<file path="src/rtl/ucode_sequencer.sv">
// Microcode sequencer: walks the program ROM from a start address, decodes
// each 32-bit word and presents it to the datapath for its repeat count of
// beats. The program ends after the word that carries the last flag.
module ucode_sequencer #(
  parameter int ROM_AW = 10
) (
  input  logic              clk,
  input  logic              reset,
  input  logic              start,
  input  logic [ROM_AW-1:0] start_addr,
  output logic [ROM_AW-1:0] rom_addr,
  input  logic [31:0]       rom_q,
  input  logic              stall,
  output logic              cmd_valid,
  output logic [6:0]        cmd_a,
  output logic [6:0]        cmd_b,
  output logic [10:0]       cmd_ctrl,
  output logic              busy,
  output logic              done
);

  typedef enum logic [1:0] {
    IDLE  = 2'd0,
    FETCH = 2'd1,
    LOAD  = 2'd2,
    ISSUE = 2'd3
  } state_t;

  state_t            state;
  logic [ROM_AW-1:0] pc;
  logic [5:0]        rem;
  logic              last_r;
  logic [10:0]       ctrl_r;

  // A zero repeat count still issues the command once.
  function automatic logic [5:0] beats_of(input logic [5:0] cnt);
    beats_of = (cnt == 6'd0) ? 6'd1 : cnt;
  endfunction

  // Sequencer FSM: fetch, decode into the command registers, then issue beats.
  always_ff @(posedge clk or posedge reset) begin
    if (reset) begin
      state  <= IDLE;
      pc     <= '0;
      rem    <= '0;
      last_r <= 1'b0;
      cmd_a  <= '0;
      cmd_b  <= '0;
      ctrl_r <= '0;
      done   <= 1'b0;
    end else begin
      done <= 1'b0;
      case (state)
        IDLE: begin
          if (start) begin
            pc    <= start_addr;
            state <= FETCH;
          end
        end
        // ROM samples pc at the end of this cycle.
        FETCH: state <= LOAD;
        // rom_q now holds the word addressed in FETCH.
        LOAD: begin
          rem    <= beats_of(rom_q[31:26]);
          last_r <= rom_q[25];
          cmd_a  <= rom_q[24:18];
          cmd_b  <= rom_q[17:11];
          ctrl_r <= rom_q[10:0];
          state  <= ISSUE;
        end
        // A stalled beat holds everything; an accepted one counts down.
        ISSUE: begin
          if (!stall) begin
            rem <= rem - 6'd1;
            if (rem == 6'd1) begin
              if (last_r) begin
                state <= IDLE;
                done  <= 1'b1;
              end else begin
                // Address wraps at the top of the ROM.
                pc    <= pc + {{(ROM_AW-1){1'b0}}, 1'b1};
                state <= FETCH;
              end
            end
          end
        end
        default: state <= IDLE;
      endcase
    end
  end

  assign rom_addr  = pc;
  assign cmd_valid = (state == ISSUE);
  assign busy      = (state != IDLE);
  assign cmd_ctrl  = cmd_valid ? ctrl_r : 11'd0;

endmodule

</file>
<file path="config.mk">
export PLATFORM = sky130hd
export DESIGN_NAME = ucode_sequencer
export DESIGN_NICKNAME = d
export VERILOG_FILES = /design/src/rtl/ucode_sequencer.sv
export SDC_FILE = /design/constraint.sdc
export NUM_CORES = 1
export LEC_CHECK = 0
export ABC_AREA = 1
export CAP_MARGIN = 25
export CORE_ASPECT_RATIO = 1.25
export CORE_UTILIZATION = 45
export DETAILED_ROUTE_END_ITERATION = 10
export PLACE_DENSITY_LB_ADDON = 0.2
export SLEW_MARGIN = 20
export SYNTH_ARGS = -nofsm -noshare
export SYNTH_HDL_FRONTEND = slang
export SYNTH_SLANG_ARGS = --single-unit
export TNS_END_PERCENT = 50
</file>
<file path="constraint.sdc">
create_clock -name clk -period 2.1 [get_ports clk]
set_input_delay 0.21 -clock clk [delete_from_list [all_inputs] [get_ports clk]]
set_output_delay 0.21 -clock clk [all_outputs]
set_load 0.01 [all_outputs]
</file>
# Word level (Yosys, flattened, before mapping)
# Index checks and enable logic that the tools add are counted.
[word_totals]
ff_bits = 45
inputBits = 46
out_inout_bits = 38
elab_cells = 44
[classes]
addsub = 2
eq_ne = 8
mux = 18
n_reduce_logical = 8
[ops]
columns = ["operator", "n"]
rows = [
  ["$mux W10", 4],
  ["$pmux W10 S2", 1],
  ["$mux W6", 2],
  ["$pmux W6 S2", 1],
  ["$mux W11", 1],
  ["$add A10 B1 Y10 const B", 1],
  ["$pmux W2 S4", 1],
  ["$eq A6 B1 Y1 const B", 1],
  ["$logic_not A6 Y1", 1],
  ["$mux W2", 3],
  ["$ne A2 B2 Y1 const B", 3],
  ["$reduce_bool A2 Y1", 3],
  ["$sub A6 B1 Y6 const B", 1],
  ["$mux W1", 5],
  ["$reduce_and A5 Y1", 1],
  ["$eq A2 B2 Y1 const B", 2],
  ["$reduce_and A3 Y1", 1],
  ["$eq A2 B1 Y1 const B", 1],
  ["$logic_not A2 Y1", 1],
  ["$ne A2 B1 Y1 const B", 1],
  ["$reduce_and A2 Y1", 1],
]

# Logic depth before layout (Yosys ltp)
[logic_depth]
depth_word = 5
ltp_mapped = 9
mapped_depth_nobuf = 9

# Worst setup path after synthesis
# Ideal clock, no wire load.
[synth_timing]
path_kind = "register to register"
startpoint = "register state[0]"
endpoint = "register cmd_a[1]"
setup_time_ns = 0.125
arrival_ns = 1.382
t_required_ns = 1.975
path_slack_ns = 0.593
stages_incl_launch_ff = 6
path_buffers = 2
period_less_slack_ns = 1.507
path_cell_list = "dfrtp_1 inv_1 ha_1 buf_2 buf_2 mux2_2"
[synth_between]
elab_chain_len = 1
[synth_lines]
columns = ["element", "line_no", "source"]
rows = [
  ["from (decl)", "29", "state_t state;"],
  ["from (signal assigned)", "43", "state <= IDLE;"],
  ["from (signal assigned)", "57", "state <= FETCH;"],
  ["from (signal assigned)", "61", "FETCH: state <= LOAD;"],
  ["$eq A2 B2 Y1", "53", "case (state)"],
  ["to (signal assigned)", "66", "cmd_a <= rom_q[24:18];"],
  ["to (decl)", "15", "output logic [6:0] cmd_a,"],
]
# No other way between the ends.
# A chain may end at the register's enable or synchronous reset.

# Final worst setup path
[layout_timing]
startpoint = "register state[1]"
endpoint = "output port cmd_ctrl[5]"
[layout_between]
elab_chain_len = 2
[layout_lines]
columns = ["element", "line_no", "source"]
rows = [
  ["$eq A2 B2 Y1", "93", "assign cmd_valid = (state == ISSUE);"],
  ["$mux W11", "95", "assign cmd_ctrl = cmd_valid ? ctrl_r : 11'd0;"],
  ["to (decl)", "17", "output logic [10:0] cmd_ctrl,"],
]
# No other way between the ends.

==> results by group <==
Outcome
  • Status: completed

Logic synthesis
  • Adder-cell share of the synthesized area: 3.616%
  • Syn_area_per_cell: 8.745 sq um
  • Main combinational cell family by area after synthesis: simple AND/OR/NAND/NOR gates
  • Syn. warnings: 0
  • Main synth FF type: dfrtp_1
  • Post-Syn Nets: 330
  • Compound-Gate Fraction of Synth Area: 7.438%
  • Gate Count Post-Synth: 277
  • Post-synth EDFFs: 0
  • Synth Area in Simple Gates: 23.09%
  • Post-synthesis xor/xnor area fraction: 0%
  • FFs w/ async S/R, synth: 100.0%
  • Seq cells post-synth: 45
  • Mapped Area: 2422 sq um
  • Post-synthesis mux area share: 11.62%
  • Cell variety after synth: 28
  • Sequential share of the synthesized area: 46.49%

Placed design
  • Final HPWL DP: 3.909 mm
  • Placed cells: 417
  • Final GP Congestion: 0.8348
  • Port Buffers: 83

Detailed routing
  • Per-cell routed wire length: 12.51 microns
  • Initial DRC Count: 121
  • Final ANT Viol Nets: 0
  • Post-Route WL: 5.317 mm
  • Vias per cell: 4.868
  • # DRC: 0
  • DRT Pass-1 Iters: 4
  • Via count: 2069

STA
  • Crit share post-route: 94.58%
  • Max-slew headroom: 65.64%
  • Setup TNS: 0 ns
  • Worst Tran Pin Value: 0.5148 ns
  • Final hold violations: 0
  • Setup Viol. Count Final: 0
  • Fin. max-slew vios: 0
  • Final Critical Period: 1.986 ns
  • Setup Skew: 0.009642 ns
  • FMAX: 0.5035 GHz
  • RSZ-0062 raised after global routing: no

Worst hold path
  • Hold Path Class: primary input to async pin

Pwr
  • Leakage Power: 1.602 nW
  • Internal power: 3.107 mW
  • Clock group share of total power: 12.7%
  • Switching pwr: 2.006 mW
  • Sw Ratio: 39.23%
  • Combinational share of power: 55.4%
  • Final total power: 5.114 mW
  • Max VDD drop: 811.8 uV
  • Pwr dens: 1489 nW/um^2
  • Register share of total power: 31.9%

Die
  • DIE AREA: 5682 sq um
  • Chip Width: 67.62 microns
  • Site Rows: 29
  • Placeable Area: 5116 sq um
  • Starting Density: 47.35%
  • # IOs: 84
  • Die height: 84.03 microns

Clock tree
  • Root buffer cell: clkbuf_8
  • Reg clk slew, reported paths: 0.08 ns
  • Longest Clk Path Bufs: 2
  • CTS Buf Count: 5
  • Gates resized, CTS repair: 0
  • Setup Fix Bufs, Post-CTS: 0
  • H-tree depth: 2
  • Number of hold buffers added after cts: 0
  • Clk sink count: 45
  • TritonCTS clock tree: done
  • Latest clock arrival within the worst-skew pair: 0.30 ns

Critical path
  • Crit path DAT: 1.78 ns
  • Crit-path max FO: 25
  • Critical path class: register to output port
  • CP max stage cell: clkdlybuf4s50_1
  • Reg-to-reg slack, setup: 0.50 ns
  • Worst setup SP type: register
  • Delay-heaviest family, CP: buffers and inverters
  • Worst Path Buf+Inv: 3
  • Worst-path cell chain: ha_2 -> buf_12 -> nand2_1 -> inv_1 -> clkdlybuf4s50_1
  • Crit-path max cell delay: 0.53 ns
  • Worst Setup End Kind: output port
  • Worst Path Required: 1.89 ns

GRT
  • Total Routing Usage GR: 20.09%
  • Largest net degree at the start of global routing: 28
  • First-pass GRT wire length: 8.728 mm
  • Initial antenna violation count: 0
  • Overflow after GRT: 0
  • Vias in the first global route: 1960

Finish
  • Commonest non-fill, non-tap cell in the layout: nand2_1
  • Layout cells sized above 1: 15.15%
  • Synth-to-layout area growth: 41.79%
  • Fill count: 430
  • Post-Layout Cell Count: 425
  • Footprint of the multi-input gates: 1111 sq um
  • Fin nets: 415
  • Most frequent cells in the layout: nand2_1, clkdlybuf4s50_1, dfrtp_1
  • Reg area: 1126 sq um
  • Antenna Cells: 0

Flow run
  • Maxcap violations: 0
worst register-to-register path, cell delays in order (launching register included):
cell and delay, ns:
dfrtp_1 0.41, inv_1 0.13, ha_1 0.22, buf_4 0.34
mux2_2 0.39
path summary, 6_finish.rpt:
path | startpoint | end | cells after the start
worst max-delay path | state[1]$_DFFE_PP0P_ | cmd_ctrl[5] | 5
worst min-delay path | reset | cmd_b[6]$_DFFE_PP0P_ | 2
worst max register to register | state[0]$_DFFE_PP0P_ | ctrl_r[10]$_DFFE_PP0P_ | 4
worst min register to register | cmd_a[4]$_DFFE_PP0P_ | cmd_a[4]$_DFFE_PP0P_ | 1
max in group asynchronous | reset | rem[4]$_DFFE_PP0P_ | 3
min in group clk | rom_q[25] | last_r$_DFFE_PP0P_ | 3
power by group through the flow:
stage | logic, mW | clock network [mW] | registers (mW)
floorplan | 1.72 | 0 | 1.69
global placement | 2.78 | 0 | 1.63
detailed placement | 2.84 | 0 | 1.64
CTS | 2.86 | 0.672 | 1.63
global route | 3.12 | 0.692 | 1.69
finish | 2.83 | 0.651 | 1.63
sequential cells by signal (all words and copies together) (netlist names):
| signal | count |
|---|---|
| ctrl_r | 11 |
| done | 1 |
| cmd_a | 7 |
| rem | 6 |
| rom_addr | 10 |
| cmd_b | 7 |
| last_r | 1 |
| state | 2 |
Yosys cell counts (2+ instances only):
master / number / area [sq um]
o21ai_0: 11 / 55.05
nor2_1: 19 / 71.32
inv_1: 30 / 112.6
a21oi_1: 6 / 30.03
nand2_2: 5 / 31.28
dfrtp_1: 45 / 1126
o21bai_1: 2 / 15.01
buf_2: 6 / 30.03
nand2_1: 85 / 319.1
ha_1: 7 / 87.58
nand3_1: 16 / 80.08
mux2_2: 25 / 281.5
o21ai_2: 5 / 43.79
layer usage:
layer / up-vias / wire, microns / GRT usage (%) / share of wire, %
met4: 0 / 72 / 6.963 / 1.4
met5: - / 0 / 0 / 0
li1: 1048 / - / - / -
met3: 4 / 376 / 5.874 / 7.1
met1: 963 / 2235 / 24.65 / 42
met2: 54 / 2633 / 32.67 / 50
logic make-up after synthesis:
logic type | Yosys count
simple gates | 131
flops | 45
buf+inv | 41
compound gates | 28
mux | 25
fa+ha+maj | 7
per-stage QoR:
stage / hold slack [ns] / area, sq um / util (%) / worst slack, ns
2_1_floorplan: 0.2810 / 2422 / - / 0.5933
3_3_place_gp: 0.4892 / 3321 / 64.91 / 0.4486
3_5_place_dp: 0.4955 / 3321 / 64.91 / 0.3991
4_1_cts: 0.2677 / 3432 / 67.08 / 0.05530
5_1_grt: 0.2829 / 3435 / 67.13 / 0.01492
6_report: 0.2533 / 3435 / 67.13 / 0.1139
layout make-up:
| type | instances | area share, % |
|---|---|---|
| clock buffers | 6 | 2.113 |
| inverters | 32 | 3.570 |
| repair buffers | 87 | 25.79 |
| flip-flops and latches | 45 | 32.79 |
| clock inverters | 2 | 1.129 |
| well taps | 62 | 2.259 |
| multi-input cells | 191 | 32.35 |
(Power assumes the default switching activity.)
